### src/rtl/rggen_axi4lite_front_if.sv
// rggen_axi4lite_front_if: AXI4-Lite slave channels plus the common bus request/response
// slave  : front-end view (AXI requests and bus completion in, AXI responses and bus request out)
// master : surrounding system view (interconnect plus register-block adapter)
interface rggen_axi4lite_front_if #(
    parameter int ADDRESS_WIDTH = 8,
    parameter int BUS_WIDTH     = 32
);
    logic                     awvalid;
    logic                     awready;
    logic [ADDRESS_WIDTH-1:0] awaddr;
    logic [2:0]               awprot;
    logic                     wvalid;
    logic                     wready;
    logic [BUS_WIDTH-1:0]     wdata;
    logic [BUS_WIDTH/8-1:0]   wstrb;
    logic                     bvalid;
    logic                     bready;
    logic [1:0]               bresp;
    logic                     arvalid;
    logic                     arready;
    logic [ADDRESS_WIDTH-1:0] araddr;
    logic [2:0]               arprot;
    logic                     rvalid;
    logic                     rready;
    logic [BUS_WIDTH-1:0]     rdata;
    logic [1:0]               rresp;
    logic                     bus_valid;
    logic [1:0]               bus_access;
    logic [ADDRESS_WIDTH-1:0] bus_address;
    logic [BUS_WIDTH-1:0]     bus_write_data;
    logic [BUS_WIDTH/8-1:0]   bus_strobe;
    logic                     bus_ready;
    logic [1:0]               bus_status;
    logic [BUS_WIDTH-1:0]     bus_read_data;
    modport slave (
        input  awvalid, awaddr, awprot, wvalid, wdata, wstrb, bready,
               arvalid, araddr, arprot, rready, bus_ready, bus_status, bus_read_data,
        output awready, wready, bvalid, bresp, arready, rvalid, rdata, rresp,
               bus_valid, bus_access, bus_address, bus_write_data, bus_strobe
    );
    modport master (
        output awvalid, awaddr, awprot, wvalid, wdata, wstrb, bready,
               arvalid, araddr, arprot, rready, bus_ready, bus_status, bus_read_data,
        input  awready, wready, bvalid, bresp, arready, rvalid, rdata, rresp,
               bus_valid, bus_access, bus_address, bus_write_data, bus_strobe
    );
endinterface

### src/rtl/rggen_axi4lite_front.sv
// rggen_axi4lite_front: AXI4-Lite slave front-end issuing one request at a time to the common bus
// i_clk   : clock
// i_rst_n : asynchronous active-low reset
// axi_if  : AW/W/AR buffered with one entry each, B/R responses, and the common bus request/completion
module rggen_axi4lite_front #(
    parameter int ADDRESS_WIDTH = 8,
    parameter int BUS_WIDTH     = 32,
    parameter bit WRITE_FIRST   = 1'b1
)(
    input logic                   i_clk,
    input logic                   i_rst_n,
    rggen_axi4lite_front_if.slave axi_if
);
    localparam int                       STRB_WIDTH   = BUS_WIDTH / 8;
    localparam logic [ADDRESS_WIDTH-1:0] ADDR_MASK    = ~ADDRESS_WIDTH'(STRB_WIDTH - 1);
    localparam logic [1:0]               ACCESS_WRITE = 2'b01;
    localparam logic [1:0]               ACCESS_READ  = 2'b10;
    typedef enum logic [1:0] {IDLE, BUS, RESP} state_e;
    state_e                   state;
    state_e                   state_next;
    logic                     ready_en;
    logic                     aw_full;
    logic                     w_full;
    logic                     ar_full;
    logic [ADDRESS_WIDTH-1:0] aw_addr;
    logic [ADDRESS_WIDTH-1:0] ar_addr;
    logic [BUS_WIDTH-1:0]     w_data;
    logic [STRB_WIDTH-1:0]    w_strb;
    logic                     last_write;
    logic [1:0]               access;
    logic [ADDRESS_WIDTH-1:0] address;
    logic [BUS_WIDTH-1:0]     write_data;
    logic [STRB_WIDTH-1:0]    strobe;
    logic [1:0]               status;
    logic [BUS_WIDTH-1:0]     read_data;
    logic                     grant_write;
    logic                     grant_read;
    logic                     bus_done;
    logic                     resp_done;
    logic                     unused;
    assign unused      = ^{axi_if.awprot, axi_if.arprot};
    // both pending: take the kind not granted last; a single pending kind always wins
    assign grant_write = state == IDLE && aw_full && w_full && (!ar_full || !last_write);
    assign grant_read  = state == IDLE && ar_full && !grant_write;
    assign bus_done    = state == BUS && axi_if.bus_ready;
    assign resp_done   = state == RESP && (access == ACCESS_WRITE ? axi_if.bready : axi_if.rready);
    // ready_en keeps every ready low while in reset and lifts them one cycle after release
    assign axi_if.awready        = ready_en && !aw_full;
    assign axi_if.wready         = ready_en && !w_full;
    assign axi_if.arready        = ready_en && !ar_full;
    assign axi_if.bus_valid      = state == BUS;
    assign axi_if.bus_access     = access;
    assign axi_if.bus_address    = address;
    assign axi_if.bus_write_data = write_data;
    assign axi_if.bus_strobe     = strobe;
    assign axi_if.bvalid         = state == RESP && access == ACCESS_WRITE;
    assign axi_if.rvalid         = state == RESP && access == ACCESS_READ;
    assign axi_if.bresp          = status;
    assign axi_if.rresp          = status;
    assign axi_if.rdata          = read_data;
    always_ff @(posedge i_clk or negedge i_rst_n) begin
        if (!i_rst_n) begin
            ready_en <= 1'b0;
            aw_full  <= 1'b0;
            w_full   <= 1'b0;
            ar_full  <= 1'b0;
            aw_addr  <= '0;
            ar_addr  <= '0;
            w_data   <= '0;
            w_strb   <= '0;
        end else begin
            ready_en <= 1'b1;
            if (axi_if.awvalid && axi_if.awready) begin
                aw_full <= 1'b1;
                aw_addr <= axi_if.awaddr;
            end else if (bus_done && access == ACCESS_WRITE) begin
                aw_full <= 1'b0;
            end
            if (axi_if.wvalid && axi_if.wready) begin
                w_full <= 1'b1;
                w_data <= axi_if.wdata;
                w_strb <= axi_if.wstrb;
            end else if (bus_done && access == ACCESS_WRITE) begin
                w_full <= 1'b0;
            end
            if (axi_if.arvalid && axi_if.arready) begin
                ar_full <= 1'b1;
                ar_addr <= axi_if.araddr;
            end else if (bus_done && access == ACCESS_READ) begin
                ar_full <= 1'b0;
            end
        end
    end
    always_ff @(posedge i_clk or negedge i_rst_n) begin
        if (!i_rst_n) begin
            state <= IDLE;
        end else begin
            state <= state_next;
        end
    end
    always_comb begin
        state_next = state;
        case (state)
            IDLE:    state_next = (grant_write || grant_read) ? BUS : IDLE;
            BUS:     state_next = axi_if.bus_ready ? RESP : BUS;
            RESP:    state_next = resp_done ? IDLE : RESP;
            default: state_next = IDLE;
        endcase
    end
    always_ff @(posedge i_clk or negedge i_rst_n) begin
        if (!i_rst_n) begin
            last_write <= !WRITE_FIRST;
            access     <= 2'b00;
            address    <= '0;
            write_data <= '0;
            strobe     <= '0;
            status     <= 2'b00;
            read_data  <= '0;
        end else begin
            if (grant_write) begin
                last_write <= 1'b1;
                access     <= ACCESS_WRITE;
                address    <= aw_addr & ADDR_MASK;
                write_data <= w_data;
                strobe     <= w_strb;
            end else if (grant_read) begin
                last_write <= 1'b0;
                access     <= ACCESS_READ;
                address    <= ar_addr & ADDR_MASK;
                write_data <= '0;
                strobe     <= '1;
            end
            if (bus_done) begin
                status <= axi_if.bus_status;
                if (access == ACCESS_READ) read_data <= axi_if.bus_read_data;
            end
        end
    end
endmodule
### src/flat_wrapper.sv
// flat-port wrapper written by rule: the top's interface ports become plain ports
module rggen_axi4lite_front_flat 
#(
    parameter int ADDRESS_WIDTH = 8,
    parameter int BUS_WIDTH     = 32,
    parameter bit WRITE_FIRST   = 1'b1
)
  (i_clk, i_rst_n, axi_if_awvalid, axi_if_awaddr, axi_if_awprot, axi_if_wvalid, axi_if_wdata, axi_if_wstrb, axi_if_bready, axi_if_arvalid, axi_if_araddr, axi_if_arprot, axi_if_rready, axi_if_bus_ready, axi_if_bus_status, axi_if_bus_read_data, axi_if_awready, axi_if_wready, axi_if_bvalid, axi_if_bresp, axi_if_arready, axi_if_rvalid, axi_if_rdata, axi_if_rresp, axi_if_bus_valid, axi_if_bus_access, axi_if_bus_address, axi_if_bus_write_data, axi_if_bus_strobe);
  rggen_axi4lite_front_if #(.ADDRESS_WIDTH(ADDRESS_WIDTH), .BUS_WIDTH(BUS_WIDTH)) axi_if_i ();
  input logic i_clk;
  input logic i_rst_n;
  input wire logic [$bits(axi_if_i.awvalid)-1:0] axi_if_awvalid;
  input wire logic [$bits(axi_if_i.awaddr)-1:0] axi_if_awaddr;
  input wire logic [$bits(axi_if_i.awprot)-1:0] axi_if_awprot;
  input wire logic [$bits(axi_if_i.wvalid)-1:0] axi_if_wvalid;
  input wire logic [$bits(axi_if_i.wdata)-1:0] axi_if_wdata;
  input wire logic [$bits(axi_if_i.wstrb)-1:0] axi_if_wstrb;
  input wire logic [$bits(axi_if_i.bready)-1:0] axi_if_bready;
  input wire logic [$bits(axi_if_i.arvalid)-1:0] axi_if_arvalid;
  input wire logic [$bits(axi_if_i.araddr)-1:0] axi_if_araddr;
  input wire logic [$bits(axi_if_i.arprot)-1:0] axi_if_arprot;
  input wire logic [$bits(axi_if_i.rready)-1:0] axi_if_rready;
  input wire logic [$bits(axi_if_i.bus_ready)-1:0] axi_if_bus_ready;
  input wire logic [$bits(axi_if_i.bus_status)-1:0] axi_if_bus_status;
  input wire logic [$bits(axi_if_i.bus_read_data)-1:0] axi_if_bus_read_data;
  output wire logic [$bits(axi_if_i.awready)-1:0] axi_if_awready;
  output wire logic [$bits(axi_if_i.wready)-1:0] axi_if_wready;
  output wire logic [$bits(axi_if_i.bvalid)-1:0] axi_if_bvalid;
  output wire logic [$bits(axi_if_i.bresp)-1:0] axi_if_bresp;
  output wire logic [$bits(axi_if_i.arready)-1:0] axi_if_arready;
  output wire logic [$bits(axi_if_i.rvalid)-1:0] axi_if_rvalid;
  output wire logic [$bits(axi_if_i.rdata)-1:0] axi_if_rdata;
  output wire logic [$bits(axi_if_i.rresp)-1:0] axi_if_rresp;
  output wire logic [$bits(axi_if_i.bus_valid)-1:0] axi_if_bus_valid;
  output wire logic [$bits(axi_if_i.bus_access)-1:0] axi_if_bus_access;
  output wire logic [$bits(axi_if_i.bus_address)-1:0] axi_if_bus_address;
  output wire logic [$bits(axi_if_i.bus_write_data)-1:0] axi_if_bus_write_data;
  output wire logic [$bits(axi_if_i.bus_strobe)-1:0] axi_if_bus_strobe;
  assign axi_if_i.awvalid = axi_if_awvalid;
  assign axi_if_i.awaddr = axi_if_awaddr;
  assign axi_if_i.awprot = axi_if_awprot;
  assign axi_if_i.wvalid = axi_if_wvalid;
  assign axi_if_i.wdata = axi_if_wdata;
  assign axi_if_i.wstrb = axi_if_wstrb;
  assign axi_if_i.bready = axi_if_bready;
  assign axi_if_i.arvalid = axi_if_arvalid;
  assign axi_if_i.araddr = axi_if_araddr;
  assign axi_if_i.arprot = axi_if_arprot;
  assign axi_if_i.rready = axi_if_rready;
  assign axi_if_i.bus_ready = axi_if_bus_ready;
  assign axi_if_i.bus_status = axi_if_bus_status;
  assign axi_if_i.bus_read_data = axi_if_bus_read_data;
  assign axi_if_awready = axi_if_i.awready;
  assign axi_if_wready = axi_if_i.wready;
  assign axi_if_bvalid = axi_if_i.bvalid;
  assign axi_if_bresp = axi_if_i.bresp;
  assign axi_if_arready = axi_if_i.arready;
  assign axi_if_rvalid = axi_if_i.rvalid;
  assign axi_if_rdata = axi_if_i.rdata;
  assign axi_if_rresp = axi_if_i.rresp;
  assign axi_if_bus_valid = axi_if_i.bus_valid;
  assign axi_if_bus_access = axi_if_i.bus_access;
  assign axi_if_bus_address = axi_if_i.bus_address;
  assign axi_if_bus_write_data = axi_if_i.bus_write_data;
  assign axi_if_bus_strobe = axi_if_i.bus_strobe;
  rggen_axi4lite_front #(.ADDRESS_WIDTH(ADDRESS_WIDTH), .BUS_WIDTH(BUS_WIDTH), .WRITE_FIRST(WRITE_FIRST)) u_core (.i_clk(i_clk), .i_rst_n(i_rst_n), .axi_if(axi_if_i));
endmodule
### config.mk
export PLATFORM = sky130hd
export DESIGN_NAME = rggen_axi4lite_front_flat
export DESIGN_NICKNAME = d
export VERILOG_FILES = /design/src/rtl/rggen_axi4lite_front_if.sv /design/src/rtl/rggen_axi4lite_front.sv /design/src/flat_wrapper.sv
export SDC_FILE = /design/constraint.sdc
export NUM_CORES = 1
export LEC_CHECK = 0
export CAP_MARGIN = 20
export CORE_ASPECT_RATIO = 1.75
export CORE_MARGIN = 10
export CORE_UTILIZATION = 40
export CTS_CLUSTER_DIAMETER = 50
export DETAILED_ROUTE_END_ITERATION = 16
export PLACE_DENSITY_LB_ADDON = 0.1
export SYNTH_ARGS = -nofsm -noshare
export SYNTH_HDL_FRONTEND = slang
export SYNTH_SLANG_ARGS = --single-unit
### constraint.sdc
create_clock -name i_clk -period 2.2 [get_ports i_clk]
set_input_delay 0.22 -clock i_clk [delete_from_list [all_inputs] [get_ports i_clk]]
set_output_delay 0.22 -clock i_clk [all_outputs]
set_load 0.05 [all_outputs]
* After elaboration in Yosys (flattened, before gate mapping)
Cells that the tools add are included. W data, S select, Z words.
Storage, ports and cells: output and inout bits 88, logic and storage cells 70, input bits 100, bits in registers 139
Operators by class: muxes and demuxes 20, reductions and logical operators 30, equality and inequality tests 4
Operators by type and width (number):
- $mux W32 | 2
- $logic_and A1 B1 Y1 | 17
- $mux W8 | 2
- $mux W1 | 9
- $mux W2 | 4
- $mux W4 | 2
- $reduce_bool A2 Y1 | 4
- $pmux W2 S3 | 1
- $logic_not A1 Y1 | 5
- $eq A2 B1 Y1 const B | 2
- $eq A2 B2 Y1 const B | 2
- $logic_not A2 Y1 | 1
- $logic_or A1 B1 Y1 | 2
- $reduce_and A2 Y1 | 1

* Longest topological paths before layout
depth in word-level cells 9, mapped depth 5, depth with buffers taken out 4

* Worst setup path after synthesis
Ideal clock, no wire load.
path type register -> output, start point reg u_core.access[1] (netlist: u_core.axi_if.bus_access[1]), end point out axi_if_bvalid, setup slack 0.242 ns, path buffers 0, data arrival time 1.738 ns, stages on the path, launching flop included 2, data required time 1.980 ns, cell sequence dfrtp_1 > nor3_1
On the way: word-level cells in the longest chain between the ends 2
Ends and longest elaborated chain:
- from (decl) | RTL line rggen_axi4lite_front.sv:30 | logic [1:0] access;
- from (signal assigned) | RTL line rggen_axi4lite_front.sv:113 | access <= 2'b00;
- from (signal assigned) | RTL line rggen_axi4lite_front.sv:122 | access <= ACCESS_WRITE;
- from (signal assigned) | RTL line rggen_axi4lite_front.sv:128 | access <= ACCESS_READ;
- $eq A2 B1 Y1 | RTL line rggen_axi4lite_front.sv:56 | assign axi_if.bvalid = state == RESP && access == ACCESS_WRITE;
- $logic_and A1 B1 Y1 | RTL line rggen_axi4lite_front.sv:56
- to (decl) | RTL line flat_wrapper.sv:28 | output wire logic [$bits(axi_if_i.bvalid)-1:0] axi_if_bvalid;
No other way between the ends.

* Worst setup path after layout
start point reg u_core.ar_full, end point out axi_if_arready
On the way: word-level cells in the longest chain between the ends 2
Ends and longest elaborated chain:
- from (decl) | RTL line rggen_axi4lite_front.sv:24 | logic ar_full;
- from (signal assigned) | RTL line rggen_axi4lite_front.sv:66 | ar_full <= 1'b0;
- from (signal assigned) | RTL line rggen_axi4lite_front.sv:87 | ar_full <= 1'b1;
- from (signal assigned) | RTL line rggen_axi4lite_front.sv:90 | ar_full <= 1'b0;
- $logic_not A1 Y1 | RTL line rggen_axi4lite_front.sv:50 | assign axi_if.arready = ready_en && !ar_full;
- $logic_and A1 B1 Y1 | RTL line rggen_axi4lite_front.sv:50
- to (decl) | RTL line flat_wrapper.sv:30 | output wire logic [$bits(axi_if_i.arready)-1:0] axi_if_arready;
No other way between the ends.

==> run summary <==
## Logic synthesis
- per-instance average area after synthesis: 16.4 um2
- dominant cell type by area after synthesis: dfrtp_1
- ranking of synthesized cells by area: dfrtp_1 63%, mux2_2 14%, mux2_4 8.6%
- sequential area share after synthesis: 63.1%
- number of instances in the synthesized netlist: 319
- total of flip-flops plus latches after synthesis: 132
- cell area after synthesis: 0.00523 mm2
- area fraction of the dominant cell type after synthesis: 63.1%
- count of different cell masters after synthesis: 29
- Yosys Warn Count: 0

## STA
- crit share post-route: 95.8%
- final-report hold violation count: 0
- final setup slack of the worst path: 0.0926 ns
- final setup violating endpoints: 0
- Total Neg Setup Slack: 0 ns
- Worst Max-Slew Pin Slew: 0.582 ns
- Tmin final: 2.11 ns
- setup repair after global routing missed its margin: no
- worst slew margin relative to its limit: 60.9%
- final max-slew violation count: 0
- Post-Route Skew: 0.00859 ns
- worst hold slack after final layout: 0.343 ns
- maximum operating frequency: 0.475 GHz

## Detailed routing
- via count of the routed design: 3355
- detailed-route wire length: 13.1 mm
- post-route DRC violation count: 0
- average wire per cell in the routed design: 19.1 um
- Via-to-Cell Ratio: 4.88
- initial detailed-routing violation count: 76
- Antenna Violating Nets Remaining: 0
- total iterations of the first detailed-routing run: 4

## Placed design
- routability congestion estimate from global placement: 0.763
- Post-Place Cells: 655
- worst slack at placement: 0.363 ns
- Port Buffer Count: 175
- final HPWL from detailed placement: 9.63 mm
- Post-DP Area: 0.00711 mm2

## Clock network
- number of levels in the clock H-tree: 4
- TritonCTS clock tree: built
- buffers inserted during post-CTS setup optimization: 0
- clock root buffer: clkbuf_16
- CTS buffer count: 17
- number of buffers between clock root and the deepest sink: 2
- clock sink total: 132
- CTS clock-pin slew for the worst setup and hold paths: 0.06 ns
- clock latency at the later pin of the worst-skew pair: 0.40 ns

## Power
- static power due to leakage: 3.38 nW
- power density over cell area: 1740 mW/mm2
- overall power: 13.4 mW
- IR Drop Worst-Case VDD: 0.912 mV

## Worst setup path
- critical path data arrival time: 1.89 ns
- maximum fanout along the worst path: 5
- critical path depth: 2
- category of cells accounting for the largest share of critical-path delay: buffers and inverters
- Crit Path Category: reg2out
- Crit path largest cell delay: 0.84 ns
- reg2reg start: u_core.state[0]$_DFF_PN0_
- path depth of the worst reg2reg path: 3
- element type at the critical path end: output port
- startpoint types: flop
- Bufs and invs on worst path: 1
- slowest stage cell on the critical path: clkdlybuf4s50_1
- critical register-to-register path endpoint: u_core.axi_if.bus_address[7]$_DFFE_PN0P_
- cell breakdown of the critical path: nor2b_1 -> clkdlybuf4s50_1
- internal reg-to-reg setup slack: 0.48 ns
- required time reported for the critical path endpoint: 1.98 ns

## Floorplan
- Die Footprint: 0.0182 mm2
- top-level port count: 188
- Die Y-Extent: 171 um
- number of standard-cell rows in the floorplan: 55
- chip width: 106 um
- Starting Density: 40.7%
- core footprint: 0.0129 mm2

## Final layout
- Final #Nets: 604
- final core utilization: 59.7%
- cell area after layout: 0.00769 mm2
- area growth from synthesis to layout: 46.9%
- fraction of final layout cells with drive strength greater than 1: 27.7%
- ant diodes: 0
- Post-Layout Cell Count: 687

## Global route
- via count of the first global-routing pass: 3784
- pin count of the biggest net entering global routing: 58
- global router's overall resource usage: 14.8%
- grt total ovfl: 0
- antenna violations before repair: 0
- wire length of the first global-routing pass: 21.2 mm

## Flow run
- count of max-cap constraint violations: 0

## Min path
- path class of the lowest-slack min-delay path: in2async

## Run status
- result of the run: complete, no violations

-- metal layers --
layer	GRT usage, %	wire length [um]
met1	17.3	5290
met2	24.5	6660
met3	5.58	998
met4	4.61	146
met5	0	0
-- cells by family after synthesis --
group	Yosys count	synth area share, %
AOI/OAI and AO/OA	43	6.84
buffers and inverters	22	3.85
DFF	132	63.1
muxes	95	22.6
other	2	0.143
and+or+nand+nor	25	3.47
-- final cells by class --
class | count | area (um2)
tap | 171 | 214
multi-input combinational | 166 | 1730
clock buffer | 19 | 433
inverter | 2 | 7.51
timing repair buffer | 185 | 1870
fill | 1068 | 5180
clock inverter | 12 | 133
sequential | 132 | 3300
-- placed cells by master (no fill, tap or decap), types with 2 or more instances in the layout --
cell / netlist / layout
dlymetal6s2s_1: 0 / 2
dfrtp_1: 132 / 132
nor2b_1: 3 / 3
a22o_1: 34 / 34
mux2_4: 30 / 30
bufinv_16: 0 / 2
nor2_1: 3 / 3
nor3_1: 2 / 2
clkbuf_16: 0 / 17
nand2b_1: 3 / 3
clkdlybuf4s50_1: 0 / 169
buf_12: 3 / 3
clkbuf_1: 1 / 2
o22a_1: 4 / 4
clkinv_2: 0 / 3
inv_1: 2 / 2
conb_1: 2 / 3
mux2_2: 65 / 65
clkinvlp_4: 0 / 3
o21ai_0: 4 / 4
buf_4: 5 / 9
inv_6: 0 / 2
nand2_1: 4 / 4
clkinv_4: 0 / 2
-- state kept, by name, indices dropped and copies added (netlist names) --
register                      cells
u_core.axi_if.bus_write_data     32
u_core.axi_if.bresp               2
u_core.ar_addr                    6
u_core.axi_if.bus_strobe          4
u_core.ready_en                   1
u_core.w_strb                     4
u_core.w_data                    32
u_core.w_full                     1
u_core.axi_if.rdata              32
u_core.aw_full                    1
u_core.axi_if.bus_address         6
u_core.axi_if.bus_access          2
u_core.aw_addr                    6
u_core.ar_full                    1
u_core.state                      2
-- how the worst max path moves through the flow --
| stage | slack [ns] | start | end |
|---|---|---|---|
| 6_report | 0.09 | u_core.ar_full$_DFFE_PN0P_ | axi_if_arready |
| 5_1_grt | 0.05 | u_core.ar_full$_DFFE_PN0P_ | axi_if_arready |
| 4_1_cts | 0.02 | u_core.aw_full$_DFFE_PN0P_ | axi_if_awready |
| 3_5_place_dp | 0.36 | axi_if_bus_ready | u_core.axi_if.rdata[0]$_DFFE_PN0P_ |
| 3_3_place_gp | 0.38 | axi_if_bus_ready | u_core.axi_if.rdata[0]$_DFFE_PN0P_ |
| 2_1_floorplan | 0.24 | u_core.axi_if.bus_access[1]$_DFFE_PN0P_ | axi_if_bvalid |
-- power breakdown --
group          internal, mW  switching [mW]  leakage [nW]
Clock                  1.66            1.03         0.270
Combinational          2.75            3.74          1.51
Sequential             3.56           0.638          1.61
-- cell usage after synthesis, drive strengths merged --
cell    number
a21oi        1
a22o        34
and2b        1
and4         1
buf         19
clkbuf       1
conb         2
dfrtp      132
inv          2
mux2        95
nand2        5
nand2b       3
nand3        1
nand3b       1
nand4        1
nor2         5
nor2b        3
nor3         2
nor3b        1
o21ai        4
o22a         4
or2b         1
-- repair_timing --
| item | CTS | global route |
|---|---|---|
| setup endpoints to repair | 0 | 2 |
| gates resized for setup | 0 | 2 |
| endpoints found under the hold margin | 54 | 0 |
| hold buffers | 1 | 0 |
(Power assumes the default switching activity.)
